==> src/rtl/alu_seq.sv <==
// alu_seq: registered ALU pipeline stage with valid/ready flow control.
// Single-cycle ops complete on the accepting edge. MUL is an iterative
// shift-add that takes WIDTH cycles. The result and flags sit in an output
// register until the consumer takes them.
module alu_seq #(
    parameter int WIDTH = 8
) (
    input  logic             clk,
    input  logic             rst,
    input  logic             in_valid,
    output logic             in_ready,
    input  logic [WIDTH-1:0] a,
    input  logic [WIDTH-1:0] b,
    input  logic [3:0]       func,
    output logic             out_valid,
    input  logic             out_ready,
    output logic [WIDTH-1:0] result,
    output logic [3:0]       flags
);

    // Shift-amount width, derived from WIDTH.
    localparam int SHW = $clog2(WIDTH);

    localparam logic [3:0] OP_SUB = 4'b0001;
    localparam logic [3:0] OP_AND = 4'b0010;
    localparam logic [3:0] OP_OR  = 4'b0011;
    localparam logic [3:0] OP_XOR = 4'b0100;
    localparam logic [3:0] OP_NOT = 4'b0101;
    localparam logic [3:0] OP_ASR = 4'b0110;
    localparam logic [3:0] OP_LSR = 4'b0111;
    localparam logic [3:0] OP_LSL = 4'b1000;
    localparam logic [3:0] OP_ROL = 4'b1010;
    localparam logic [3:0] OP_ROR = 4'b1011;
    localparam logic [3:0] OP_MUL = 4'b1100;

    localparam logic [WIDTH:0]   W_EXT   = (WIDTH+1)'(WIDTH);
    localparam logic [WIDTH-1:0] W_B     = WIDTH'(WIDTH);
    localparam logic [SHW:0]     W_SH    = (SHW+1)'(WIDTH);
    localparam logic [SHW-1:0]   CNT_MAX = SHW'(WIDTH-1);

    // Handshake: a request transfers on a rising edge where in_valid && in_ready.
    // A result transfers on a rising edge where out_valid && out_ready. Neither
    // side queues anything. valid must not depend on ready.

    typedef enum logic [1:0] {
        S_IDLE = 2'd0,
        S_BUSY = 2'd1,
        S_DONE = 2'd2
    } state_t;

    state_t state, state_next;
    logic   accept;

    // Multiply datapath.
    logic [2*WIDTH-1:0] mcand;
    logic [WIDTH-1:0]   mplier;
    logic [2*WIDTH-1:0] acc;
    logic [2*WIDTH-1:0] acc_next;
    logic [SHW-1:0]     cnt;
    logic               mul_last;
    logic               mul_hi;
    logic [3:0]         mul_flags;

    // Single-cycle ALU.
    logic [WIDTH:0]        sum;
    logic [WIDTH:0]        diff;
    logic [WIDTH:0]        shr_w;
    logic signed [WIDTH:0] asr_w;
    logic [2*WIDTH-1:0]    shl_w;
    logic [SHW-1:0]        sh;
    logic [SHW-1:0]        rot;
    logic [SHW:0]          rot_inv;
    logic                  big;
    logic [WIDTH-1:0]      alu_res;
    logic                  alu_c;
    logic                  alu_v;
    logic [3:0]            alu_flags;

    // Combinational ALU for every non-multiply opcode (unknown codes act as ADD).
    always_comb begin
        sum     = {1'b0, a} + {1'b0, b};
        diff    = {1'b0, a} - {1'b0, b};
        big     = ({1'b0, b} >= W_EXT);
        sh      = b[SHW-1:0];
        rot     = SHW'(b % W_B);
        rot_inv = W_SH - {1'b0, rot};
        shr_w   = {a, 1'b0} >> sh;
        asr_w   = $signed({a, 1'b0}) >>> sh;
        shl_w   = {{WIDTH{1'b0}}, a} << sh;
        alu_res = sum[WIDTH-1:0];
        alu_c   = sum[WIDTH];
        alu_v   = (a[WIDTH-1] == b[WIDTH-1]) && (sum[WIDTH-1] != a[WIDTH-1]);
        case (func)
            OP_SUB: begin
                alu_res = diff[WIDTH-1:0];
                alu_c   = diff[WIDTH];
                alu_v   = (a[WIDTH-1] != b[WIDTH-1]) && (diff[WIDTH-1] != a[WIDTH-1]);
            end
            OP_AND: begin alu_res = a & b; alu_c = 1'b0; alu_v = 1'b0; end
            OP_OR:  begin alu_res = a | b; alu_c = 1'b0; alu_v = 1'b0; end
            OP_XOR: begin alu_res = a ^ b; alu_c = 1'b0; alu_v = 1'b0; end
            OP_NOT: begin alu_res = ~a;    alu_c = 1'b0; alu_v = 1'b0; end
            OP_ASR: begin
                alu_v = 1'b0;
                if (big) begin
                    alu_res = {WIDTH{a[WIDTH-1]}};
                    alu_c   = a[WIDTH-1];
                end else begin
                    alu_res = asr_w[WIDTH:1];
                    alu_c   = asr_w[0];
                end
            end
            OP_LSR: begin
                alu_v = 1'b0;
                if (big) begin
                    alu_res = '0;
                    alu_c   = 1'b0;
                end else begin
                    alu_res = shr_w[WIDTH:1];
                    alu_c   = shr_w[0];
                end
            end
            OP_LSL: begin
                if (big) begin
                    alu_res = '0;
                    alu_c   = 1'b0;
                    alu_v   = |a;
                end else begin
                    alu_res = shl_w[WIDTH-1:0];
                    alu_c   = shl_w[WIDTH];
                    alu_v   = (|shl_w[2*WIDTH-1:WIDTH]) || (shl_w[WIDTH-1] != a[WIDTH-1]);
                end
            end
            OP_ROL: begin
                alu_res = (a << rot) | (a >> rot_inv);
                alu_c   = (rot != '0) && alu_res[0];
                alu_v   = 1'b0;
            end
            OP_ROR: begin
                alu_res = (a >> rot) | (a << rot_inv);
                alu_c   = (rot != '0) && alu_res[WIDTH-1];
                alu_v   = 1'b0;
            end
            default: ;
        endcase
        alu_flags = {alu_c, (alu_res == '0), alu_v, alu_res[WIDTH-1]};
    end

    // One partial product per BUSY cycle; the multiplier is consumed LSB first.
    always_comb begin
        acc_next  = acc + (mplier[0] ? mcand : '0);
        mul_last  = (cnt == CNT_MAX);
        mul_hi    = |acc_next[2*WIDTH-1:WIDTH];
        mul_flags = {mul_hi, (acc_next[WIDTH-1:0] == '0), mul_hi, acc_next[WIDTH-1]};
    end

    // State register; reset aborts any operation in flight.
    always_ff @(posedge clk) begin
        if (rst) state <= S_IDLE;
        else     state <= state_next;
    end

    // Next-state and handshake outputs.
    always_comb begin
        state_next = state;
        in_ready   = 1'b0;
        out_valid  = 1'b0;
        case (state)
            S_IDLE: in_ready = 1'b1;
            S_DONE: begin
                out_valid = 1'b1;
                in_ready  = out_ready;
            end
            default: ;
        endcase
        accept = in_valid && in_ready;
        if (accept)                             state_next = (func == OP_MUL) ? S_BUSY : S_DONE;
        else if (state == S_DONE && out_ready)  state_next = S_IDLE;
        else if (state == S_BUSY && mul_last)   state_next = S_DONE;
    end

    // Output register and multiply iteration state.
    always_ff @(posedge clk) begin
        if (rst) begin
            result <= '0;
            flags  <= '0;
            mcand  <= '0;
            mplier <= '0;
            acc    <= '0;
            cnt    <= '0;
        end else if (accept) begin
            if (func == OP_MUL) begin
                mcand  <= {{WIDTH{1'b0}}, a};
                mplier <= b;
                acc    <= '0;
                cnt    <= '0;
            end else begin
                result <= alu_res;
                flags  <= alu_flags;
            end
        end else if (state == S_BUSY) begin
            acc    <= acc_next;
            mcand  <= mcand << 1;
            mplier <= mplier >> 1;
            cnt    <= cnt + SHW'(1);
            if (mul_last) begin
                result <= acc_next[WIDTH-1:0];
                flags  <= mul_flags;
            end
        end
    end

endmodule
==> config.mk <==
export PLATFORM = sky130hd
export DESIGN_NAME = alu_seq
export DESIGN_NICKNAME = d
export VERILOG_FILES = /design/src/rtl/alu_seq.sv
export SDC_FILE = /design/constraint.sdc
export NUM_CORES = 1
export LEC_CHECK = 0
export BUFFER_PORTS_ARGS = -buffer_cell sky130_fd_sc_hd__buf_2
export CORE_ASPECT_RATIO = 0.7
export CORE_MARGIN = 8
export CORE_UTILIZATION = 40
export DETAILED_ROUTE_END_ITERATION = 10
export GPL_ROUTABILITY_DRIVEN = 0
export GPL_TIMING_DRIVEN = 0
export SLEW_MARGIN = 20
export SYNTH_ARGS = -nofsm -noshare
export SYNTH_HDL_FRONTEND = slang
export SYNTH_SLANG_ARGS = --single-unit
==> constraint.sdc <==
create_clock -name clk -period 8.25 [get_ports clk]
set_input_delay 0.825 -clock clk [delete_from_list [all_inputs] [get_ports clk]]
set_output_delay 0.825 -clock clk [all_outputs]
set_load 0.02 [all_outputs]
==> results.sh <==
export IMPL_status="finished, final reports clean"
export IMPL_synth_area_mm2=0.00607
export IMPL_synthArstFlopShare=0
export IMPL_required_ns=8.47
export IMPL_wl_per_cell_um=21.5
export IMPL_synth_seq_cells=56
export IMPL_hp_class="reg2reg"
export IMPL_avgSynthCellArea_um2=7.42
export IMPL_critPathMaxFanout=10
export IMPL_setup_tns_final_ns=0
export IMPL_initial_utilization=0.411
export IMPL_hold_buffers=0
export IMPL_max_cap_violations=0
export IMPL_yosysSeqAreaShare=0.185
export IMPL_die_h_um=119
export IMPL_clk_pin_slew_ns=0.08
export IMPL_crit_arrival_ns=5.16
export IMPL_dpl_hpwl_um=17900
export IMPL_worst_slew_pin_slew_ns=1.16
export IMPL_via_per_inst=6.37
export IMPL_drt_initial_drc_count=965
export IMPL_clock_sinks=56
export IMPL_end_kind="flip-flop"
export IMPL_num_vias=6731
export IMPL_grt_max_degree=19
export IMPL_crit_type="in2reg"
export IMPL_ctsResizeCount=0
export IMPL_clk_latency_ns=0.30
export IMPL_nNetsFinal=933
export IMPL_grt_overflow_total=0
export IMPL_synth_edf_count=0
export IMPL_cts_root_buf="clkbuf_16"
export IMPL_fmax_ghz=0.202
export IMPL_tritoncts="yes"
export IMPL_pin_count=38
export IMPL_grt_usage=0.224
export IMPL_ant_nets=0
export IMPL_rsz0062_at_grt="false"
export IMPL_maxSlewViolCount=0
export IMPL_syn_num_nets=890
export IMPL_finalClockSkew_ns=0.00733
export IMPL_dr_pass1_iters=8
export IMPL_drc_errors=0
export IMPL_cts_buffers_inserted=5
export IMPL_cts_max_level=2
export IMPL_areaGrowthSynthToFinish_pct=10.2
export IMPL_timing_final_ws_setup_ns=3.30
export IMPL_yosysWarnings=0
export IMPL_grt_pass1_wl_um=34500
export IMPL_hold_viol_final=0
export IMPL_dpl_worst_slack_ns=3.31
export IMPL_setup_viol=0
export IMPL_routed_wl_um=22800
export IMPL_period_share=0.600
export IMPL_first_global_vias=5901
export IMPL_clk_path_buf_depth=2
export IMPL_relSlewSlack=0.219
export IMPL_leakagePower_uw=0.00259
export IMPL_row_count=37
export IMPL_synthCells=818
export IMPL_ir_worst_vdd_mv=0.0955
export IMPL_post_route_min_period_ns=4.95
export IMPL_core_area_mm2=0.0148
export IMPL_diodes=0
export IMPL_ys_flop_type="dfxtp_1"
export IMPL_post_cts_buffers=0
export IMPL_io_buffers=36
export IMPL_antenna_found_initial=0
export IMPL_reg2reg_slack_ns=3.97
export IMPL_fp_dieArea_mm2=0.0194
export IMPL_die_x_um=163
export IMPL_powerDensity_mw_per_mm2=126
export IMPL_synth_cell_types=83
export IMPL_worstSetupStartpointType="input port"
export IMPL_drive_above_1_share=0.104
[state kept, by name (all words and copies together), names as in the netlist]
name	flops
flags	4
result	7
state	2
cnt	3
acc	16
mcand	16
mplier	8
[stage by stage]
stage | cell area (um^2) | util | hold slack, ns | power (uW) | std cells
global placement | 6490 | 0.440 | 0.457 | 550 | 1049
floorplan | 6070 | - | 0.441 | 466 | 818
CTS | 6690 | 0.453 | 0.471 | 826 | 1057
finish | 6690 | 0.453 | 0.470 | 840 | 1057
global route | 6690 | 0.453 | 0.490 | 871 | 1057
detailed placement | 6490 | 0.440 | 0.461 | 550 | 1049
[cell families (layout without fill, tap and decap cells)]
family / after synthesis / count (layout) / share of synthesized area
AO/OA/AOI/OAI: 242 / 242 / 0.276
adder cells (fa/ha/maj): 48 / 48 / 0.103
flip-flops: 56 / 56 / 0.185
XOR/XNOR: 22 / 22 / 0.0317
buffers and inverters: 102 / 146 / 0.0756
AND/OR/NAND/NOR: 317 / 317 / 0.254
multiplexers: 31 / 31 / 0.0758
[where the power goes]
group	internal, uW	total, uW	switching (uW)
clock	175	282	106
combinational	93.4	275	181
sequential	278	283	5.60
total	547	840	293
[metal layers]
layer / track usage / vias up / part of all wire
met3: 0.0723 / 20 / 0.15
met1: 0.367 / 3156 / 0.49
met5: 0.0126 / - / 0.0014
li1: - / 3097 / -
met2: 0.271 / 456 / 0.35
met4: 0.0177 / 2 / 0.0051
[path summary, 6_finish.rpt]
check	cells after the start	end	startpoint
setup / recovery	16	flags[2]	b[0]
hold / removal	2	result[1]	result[1]
setup reg to reg	12	flags[3]	mplier[0]
hold reg to reg	2	result[1]	result[1]
[worst max-delay path, cell delays in order]
cell and delay, ns:
buf_2 0.11, buf_6 0.16, buf_8 0.16, buf_4 0.20, clkbuf_1 0.48, inv_1 0.33, ha_1 0.32, xor2_1 0.54
clkbuf_1 0.46, o211ai_1 0.17, o211ai_1 0.19, a31oi_1 0.16, nor4_1 0.39, o21ai_0 0.22, a21o_2 0.26, o32ai_2 0.18
[final cells by class]
type	count	area, um^2
Clock buffer	5	125
Clock inverter	3	68.8
Multi-Input combinational cell	660	4490
Tap cell	195	244
Sequential cell	56	1120
Timing Repair Buffer	36	180
Buffer	62	309
Fill cell	1506	8080
Inverter	40	150
[Yosys cell counts, types with 17 or more instances]
cell / instances / area (um^2)
nor3_1: 21 / 105
and2_1: 17 / 106
dfxtp_1: 56 / 1120
clkbuf_1: 46 / 173
nand2_1: 103 / 387
o21ai_0: 35 / 175
inv_1: 37 / 139
a311oi_1: 21 / 184
ha_1: 45 / 563
nor2_1: 71 / 267
a21oi_1: 61 / 305
nand3_1: 38 / 190
[placed cells by master, fill, tap and decap left out, types with 35 or more instances in the layout]
cell,n
dfxtp_1,56
nand2_1,103
ha_1,45
nand3_1,38
a21oi_1,61
clkbuf_1,46
inv_1,37
buf_2,39
nor2_1,71
o21ai_0,35
Power figures use the tool's default switching activity.
